File: config.mk
export PLATFORM = sky130hd
export DESIGN_NAME = if_fetch_buffer
export DESIGN_NICKNAME = d
export VERILOG_FILES = /design/src/rtl/if_fetch_buffer.sv
export SDC_FILE = /design/constraint.sdc
export NUM_CORES = 1
export LEC_CHECK = 0
export ABC_AREA = 0
export ABC_CLOCK_PERIOD_IN_PS = 4800
export BUFFER_PORTS_ARGS = -buffer_cell sky130_fd_sc_hd__buf_2
export CORE_ASPECT_RATIO = 1.2
export CORE_MARGIN = 2
export CORE_UTILIZATION = 40
export DETAILED_ROUTE_END_ITERATION = 10
export GPL_TIMING_DRIVEN = 0
export PLACE_DENSITY = 0.71
export REMOVE_ABC_BUFFERS = 1
export SLEW_MARGIN = 0
export SYNTH_ARGS = -nofsm -noshare
export SYNTH_HDL_FRONTEND = slang
export SYNTH_SLANG_ARGS = --single-unit
File: constraint.sdc
create_clock -name clk -period 4.8 [get_ports clk]
set_clock_uncertainty 0.1 [all_clocks]
set_input_delay 0.72 -clock clk [delete_from_list [all_inputs] [get_ports clk]]
set_output_delay 0.72 -clock clk [all_outputs]
set_load 0.02 [all_outputs]
File: src/rtl/if_fetch_buffer.sv
// Instruction-fetch stage: drives the instruction-memory address from the PC,
// tracks the one-cycle synchronous read, tags each returned word with its PC,
// and queues it toward decode. Stalls the PC when the queue would overflow and
// discards every wrong-path fetch when a jump is taken.
module if_fetch_buffer #(
  parameter int ADDR_W = 4,
  parameter int INST_W = 16,
  parameter int DEPTH  = 2
) (
  input  logic              clk,
  input  logic              rst_n,
  input  logic [ADDR_W-1:0] pc_in,
  output logic              fetch_busy,
  input  logic              flush,
  output logic [ADDR_W-1:0] imem_addr,
  input  logic [INST_W-1:0] imem_rdata,
  output logic              id_valid,
  input  logic              id_ready,
  output logic [INST_W-1:0] id_inst,
  output logic [ADDR_W-1:0] id_pc
);

  localparam int PTR_W = $clog2(DEPTH);
  localparam int CNT_W = $clog2(DEPTH + 1);
  localparam logic [PTR_W-1:0] LAST_PTR  = PTR_W'(DEPTH - 1);
  localparam logic [CNT_W:0]   DEPTH_OCC = (CNT_W + 1)'(DEPTH);

  logic [INST_W-1:0] instMem_q [DEPTH];
  logic [ADDR_W-1:0] pcMem_q   [DEPTH];

  logic [CNT_W-1:0]  count_q, count_d;
  logic [PTR_W-1:0]  wrPtr_q, wrPtr_d;
  logic [PTR_W-1:0]  rdPtr_q, rdPtr_d;
  logic              inflight_q, inflight_d;
  logic [ADDR_W-1:0] inflightPc_q, inflightPc_d;

  logic              notEmpty;
  logic              push;
  logic              pop;
  logic              issue;
  logic [CNT_W:0]    occupancy;

  // The memory address is simply the current PC; the read returns next cycle.
  assign imem_addr = pc_in;

  // Handshake, stall and head-of-queue view; a flush masks everything so no
  // pop, push or issue happens in a jump cycle.
  always_comb begin
    notEmpty   = (count_q != '0);
    id_valid   = notEmpty && !flush;
    pop        = id_valid && id_ready;
    push       = inflight_q && !flush;
    occupancy  = {1'b0, count_q} + {{CNT_W{1'b0}}, inflight_q} - {{CNT_W{1'b0}}, pop};
    fetch_busy = !flush && (occupancy >= DEPTH_OCC);
    issue      = !fetch_busy && !flush;
    id_inst    = notEmpty ? instMem_q[rdPtr_q] : '0;
    id_pc      = notEmpty ? pcMem_q[rdPtr_q]   : '0;
  end

  // Next-state for pointers, occupancy and the outstanding-read tracker.
  always_comb begin
    count_d      = count_q;
    wrPtr_d      = wrPtr_q;
    rdPtr_d      = rdPtr_q;
    inflight_d   = issue;
    inflightPc_d = issue ? pc_in : inflightPc_q;
    if (flush) begin
      count_d = '0;
      wrPtr_d = '0;
      rdPtr_d = '0;
    end else begin
      if (push) begin
        wrPtr_d = (wrPtr_q == LAST_PTR) ? '0 : wrPtr_q + PTR_W'(1);
      end
      if (pop) begin
        rdPtr_d = (rdPtr_q == LAST_PTR) ? '0 : rdPtr_q + PTR_W'(1);
      end
      case ({push, pop})
        2'b10:   count_d = count_q + CNT_W'(1);
        2'b01:   count_d = count_q - CNT_W'(1);
        default: count_d = count_q;
      endcase
    end
  end

  // Control state clears asynchronously so the outputs drop without a clock.
  always_ff @(posedge clk or negedge rst_n) begin
    if (!rst_n) begin
      count_q      <= '0;
      wrPtr_q      <= '0;
      rdPtr_q      <= '0;
      inflight_q   <= 1'b0;
      inflightPc_q <= '0;
    end else begin
      count_q      <= count_d;
      wrPtr_q      <= wrPtr_d;
      rdPtr_q      <= rdPtr_d;
      inflight_q   <= inflight_d;
      inflightPc_q <= inflightPc_d;
    end
  end

  // Queue storage captures the returned word tagged with its PC; contents are
  // only meaningful below count, so they are never reset.
  always_ff @(posedge clk) begin
    if (push) begin
      instMem_q[wrPtr_q] <= imem_rdata;
      pcMem_q[wrPtr_q]   <= inflightPc_q;
    end
  end

endmodule
==> results.toml, run 1 <==
[status]
status = "finished clean"

[cells_and_area]
synthToLayoutAreaGrowth_pct = 19.8
stdcell_area_mm2 = 0.00242
final_nets = 208
antennaDiodeCount = 0
fillers = 443
drive_above_1_share_pct = 37.5

[power]
total_power_w = 0.000949
ir_worst_vdd_uv = 210
p_leak_nw = 0.945
powerDensity_mw_per_mm2 = 392

[yosys]
synth_seq_cells = 49
synthesis.area_mm2 = 0.00202
avgSynthCellArea_um2 = 15.0
synth_warnings = 0
synth_seq_area_share_pct = 70.5
yosysTopAreaCell = "edfxtp_1"
yosys-top-cells-area = "edfxtp_1 59%, mux2i_1 11%, dfrtp_1 11%, nor2_1 5.2%, mux2_2 1.7%"
syn_inst = 135
synth_top_area_share_pct = 59.4
synth_cell_types = 23

[worst_setup_path]
cp-start-kind = "input pin"
reg2reg_slack_ns = 2.54
arrival_ns = 2.19
end_kind = "primary output"
crit_start = "flush"
timing.rr.start = "count_q[1]"
crit_end = "fetch_busy"
crit_type = "in -> out"
path_max_fanout = 10
worstReg2RegEnd = "inflightPc_q[2]"
crit_required_ns = 3.98
r2r_cells = 6

[cts]
post-cts-setup-buffer-count = 0
cts_tree = "built"
postCtsHoldBufs = 0
clkTransAtPathRegs_ns = 0.10
htreeDepth = 2
max-clock-path-buffers = 2
cts_sinks = 49
clkLatencyLatePin_ns = 0.31
cts_buffers = 5
cts-root-buf = "clkbuf_8"
cts-resized-gates = 0

[sta]
rsz0062_at_grt = "false"
timing.slew.headroom_pct = 24.3
worst_pin_slew_ns = 1.14
max_freq_ghz = 0.332
final-hold-violation-count = 0
finalSetupViolations = 0
setup_slack_ns = 1.79
fin_crit_ns = 3.01
fin_tns_setup_ns = 0
finalCritPeriodShare_pct = 62.8
slew_viol_final = 0

[place]
hpwl_um = 2260
routabilityCongestion = 0.707
numPortBuffers = 49
dp_slack_ns = 1.78
placed_area_mm2 = 0.00233

[floorplan]
core-area_mm2 = 0.00490
dieArea_mm2 = 0.00564
die_y_um = 81.9
die-width_um = 68.9
initial_core_util_pct = 41.2
io_pins = 50
rows = 28

[drt]
totalWireLength_um = 3220
drc = 0
drtPass1Iterations = 2
avgViaCountPerCell = 4.67
routedWlPerCell_um = 13.2
ant_nets = 0
num_vias = 1140
drt_iter0_drc = 62

[global_route]
antenna_found_initial = 0
grt_start_max_net_pins = 22
grt_pass1_wl_um = 5020
gr-usage-all-layers_pct = 12.7
grt_pass1_vias = 1135
overflow = 0

[worst_hold_path]
hold_class = "in -> async"

[flow_run]
cap_violations = 0
==> layout make-up <==
type	instances	area [um2]	share of cell area, %
Clock buffer	5	68.8	2.84
Multi-Input combinational cell	73	529	21.8
Clock inverter	3	25.0	1.03
Inverter	2	7.51	0.310
Sequential cell	49	1430	58.9
Timing Repair Buffer	52	290	12.0
Tap cell	60	75.1	3.10
==> report_power, final <==
part	internal, W	switching, W	leakage, nW
registers	0.000506	0.0000288	0.478
clock network	0.000105	0.000141	0.0447
logic	0.0000730	0.0000946	0.422
==> sequential cells by signal, indices dropped and copies added (netlist names) <==
signal and cells:
pcMem_q 8, instMem_q 32, count_q 2, rdPtr_q 1, inflight_q 1, inflightPc_q 4
wrPtr_q 1
==> how the worst min path moves through the flow <==
stage	to	slack, ns
final	wrPtr_q	0.14
after global routing	wrPtr_q	0.14
after CTS	wrPtr_q	0.14
after detailed placement	pcMem_q[1][2]	0.36
after global placement	pcMem_q[1][2]	0.35
after floorplan	count_q[0]	0.32
==> metrics by stage <==
| stage | std cells | hold WS, ns | util, % |
|---|---|---|---|
| final | 244 | 0.143 | 49.4 |
| after global routing | 244 | 0.140 | 49.4 |
| after CTS | 244 | 0.142 | 49.4 |
| after detailed placement | 236 | 0.360 | 47.5 |
| after global placement | 233 | 0.350 | 46.4 |
| after floorplan | 124 | 0.324 | - |
==> critical path, cell delays in order <==
cell and delay, ns:
buf_2 0.16, nand2b_1 0.17, xnor2_1 0.13, nand2_1 0.08, fa_1 0.41, xor2_2 0.22
nor2_1 0.07, nor2_1 0.07, buf_2 0.16
==> cells in the mapped netlist <==
master	number
buf_4	4
buf_2	2
a21oi_1	1
nor3_1	2
mux2_2	3
nand2b_1	3
nor3_4	1
dfrtp_1	9
o21ai_0	1
inv_1	2
mux2i_1	23
edfxtp_1	40
nor2_1	28
xor2_1	1
or2_2	1
buf_6	1
fa_1	1
clkbuf_1	4
nand2_1	3
xor2_2	1
mux2_1	1
nor2b_1	1
xnor2_1	2
==> cell usage in the layout (no fill, tap or decap), types with 2 or more instances in the layout <==
cell / netlist / routed
buf_2: 2 / 49
edfxtp_1: 40 / 40
nor2_1: 28 / 25
mux2i_1: 23 / 23
dfrtp_1: 9 / 9
clkbuf_8: 0 / 5
nor2_2: 0 / 3
nand2b_1: 3 / 3
nand2_1: 3 / 3
mux2_2: 3 / 3
buf_8: 0 / 3
nor3_1: 2 / 2
xnor2_1: 2 / 2
inv_1: 2 / 2
==> cell families after synthesis <==
logic type	count (synthesis)	synth area share [%]
DFF	49	70.5
and+or+nand+nor	39	8.60
AOI/OAI and AO/OA	2	0.495
adders and majority gates	1	0.990
muxes	27	13.6
xor gates and xnor gates	4	2.10
buffers and inverters	13	3.65
==> routing by layer <==
metal | global-route usage [%] | vias up | routed length (um)
met5 | 0 | - | 0
met2 | 23.2 | 33 | 1700
met1 | 12.4 | 539 | 1260
met3 | 4.38 | 6 | 184
li1 | - | 562 | -
met4 | 6.47 | 0 | 69
(Power assumes the default switching activity.)
==> run 2, diff against run 1 <==
- ABC_CLOCK_PERIOD_IN_PS: 4800 -> 2870
- clock period: 4.8 -> 2.87 ns (I/O delays scaled with it)
==> run 2 against run 1 <==
Net effect: global-route usage increased by 0.057 points; register-to-register slack got worse by 1.9 ns; critical endpoint unchanged; wire length increased by 0.31%; worst setup slack got worse by 1.5 ns; critical path depth decreased by 2; largest power group unchanged; critical path type is now reg -> out; via count increased by 0.61%; utilization increased by 0.20 points; total power increased by 67%; largest cell class unchanged.
==> results.toml, run 2 (same netlist as run 1, synthesis figures left out) <==
[worst_setup_path]
cp-start-kind = "register"
r2r_cells = 6
path_max_fanout = 8
end_kind = "primary output"
crit_type = "reg -> out"
timing.rr.start = "count_q[1]"
reg2reg_slack_ns = 0.62
worstReg2RegEnd = "inflightPc_q[2]"
crit_start = "count_q[1]"
crit_required_ns = 2.34
arrival_ns = 2.09

[floorplan]
dieArea_mm2 = 0.00564
io_pins = 50
core-area_mm2 = 0.00490
rows = 28
initial_core_util_pct = 41.2
die-width_um = 68.9
die_y_um = 81.9

[power]
ir_worst_vdd_uv = 358
total_power_w = 0.00159
powerDensity_mw_per_mm2 = 653
p_leak_nw = 0.949

[worst_hold_path]
worstHoldStart = "imem_rdata[10]"
whs_path_depth = 1
min_to = "instMem_q[0][10]"
hold_class = "in -> reg"

[cells_and_area]
stdcell_count = 245
final_common_cell = "buf_2"
drive_above_1_share_pct = 37.3
final_nets = 209
largest_register = "instMem_q"
largestRegisters = "instMem_q (32), pcMem_q (8), inflightPc_q (4)"
layout_common_cells = "49 x buf_2, 40 x edfxtp_1, 25 x nor2_1, 23 x mux2i_1, 9 x dfrtp_1"
fillers = 441
synthToLayoutAreaGrowth_pct = 20.3
seq_area_mm2 = 0.00143
largest_register_ffs = 32
multi_input_area_um2 = 529
antennaDiodeCount = 0

[global_route]
overflow = 0
antenna_found_initial = 0
grt_start_max_net_pins = 22
grt_pass1_wl_um = 5040
grt_pass1_vias = 1139
gr-usage-all-layers_pct = 12.8

[flow_run]
cap_violations = 0

[cts]
clkTransAtPathRegs_ns = 0.10
cts_tree = "built"
max-clock-path-buffers = 2
htreeDepth = 2
cts_sinks = 49
post-cts-setup-buffer-count = 0
cts-root-buf = "clkbuf_8"
cts-resized-gates = 0
clkLatencyLatePin_ns = 0.31
postCtsHoldBufs = 1
cts_buffers = 5

[drt]
num_vias = 1147
drc = 0
avgViaCountPerCell = 4.68
routedWlPerCell_um = 13.2
totalWireLength_um = 3230
drtPass1Iterations = 2
drt_iter0_drc = 61
ant_nets = 0

[sta]
timing.slew.headroom_pct = 24.3
max_freq_ghz = 0.381
rsz0062_at_grt = "false"
whs_ns = 0.204
slew_viol_final = 0
worst_pin_slew_ns = 1.14
finalSetupViolations = 0
final-hold-violation-count = 0
fin_crit_ns = 2.62
setup_slack_ns = 0.247
finalCritPeriodShare_pct = 91.4

[place]
hpwl_um = 2260
numPortBuffers = 49
dp_slack_ns = 0.427
dpl.cell_count = 236
routabilityCongestion = 0.707

[status]
status = "finished clean"
-- run 2: cell types whose count changed in the layout (fill, tap and decap cells not counted), sizes merged --
cell,before,now
dlygate4sd3,0,1
-- run 2: metal layers --
layer,track usage (%),up-vias,routed length [um]
met5,0,-,0
met4,6.47,0,69
met3,4.38,6,179
met2,23.4,33,1710
met1,12.4,543,1260
li1,-,565,-
-- run 2: layout make-up --
cell class / instances / share of cell area (%)
Multi-Input combinational cell: 73 / 21.8
Tap cell: 60 / 3.09
Sequential cell: 49 / 58.6
Timing Repair Buffer: 53 / 12.3
Clock inverter: 3 / 1.03
Clock buffer: 5 / 2.83
Inverter: 2 / 0.309
-- run 2: worst max-delay path by stage --
stage / cells past startpoint / slack (ns) / to
2_1_floorplan: 6 / -0.02 / fetch_busy
3_3_place_gp: 7 / -0.56 / fetch_busy
3_5_place_dp: 9 / 0.43 / fetch_busy
4_1_cts: 7 / 0.21 / fetch_busy
5_1_grt: 7 / 0.13 / fetch_busy
6_report: 7 / 0.25 / fetch_busy
-- run 2: where the power goes --
group | total, W | leakage [nW] | internal (W) | switching (W)
Sequential | 0.000895 | 0.478 | 0.000847 | 0.0000482
Clock | 0.000411 | 0.0447 | 0.000176 | 0.000236
Combinational | 0.000281 | 0.426 | 0.000123 | 0.000158
Total | 0.00159 | 0.949 | 0.00115 | 0.000442
-- run 2: worst max-delay path, cell delays in order, from the launching register on --
cell,delay (ns)
dfrtp_1,0.50
nor2_2,0.23
nor3_1,0.10
fa_1,0.44
xor2_2,0.22
nor2_1,0.07
nor2_1,0.07
buf_2,0.16
-- run 2: metrics by stage --
step                      cell area, um2  setup TNS, ns  utilization, %
after detailed placement            2330              0            47.5
after CTS                           2430              0            49.6
final                               2430              0            49.6
after global placement              2280          -2.74            46.4
after floorplan                     1960        -0.0197               -
after global routing                2430              0            49.6
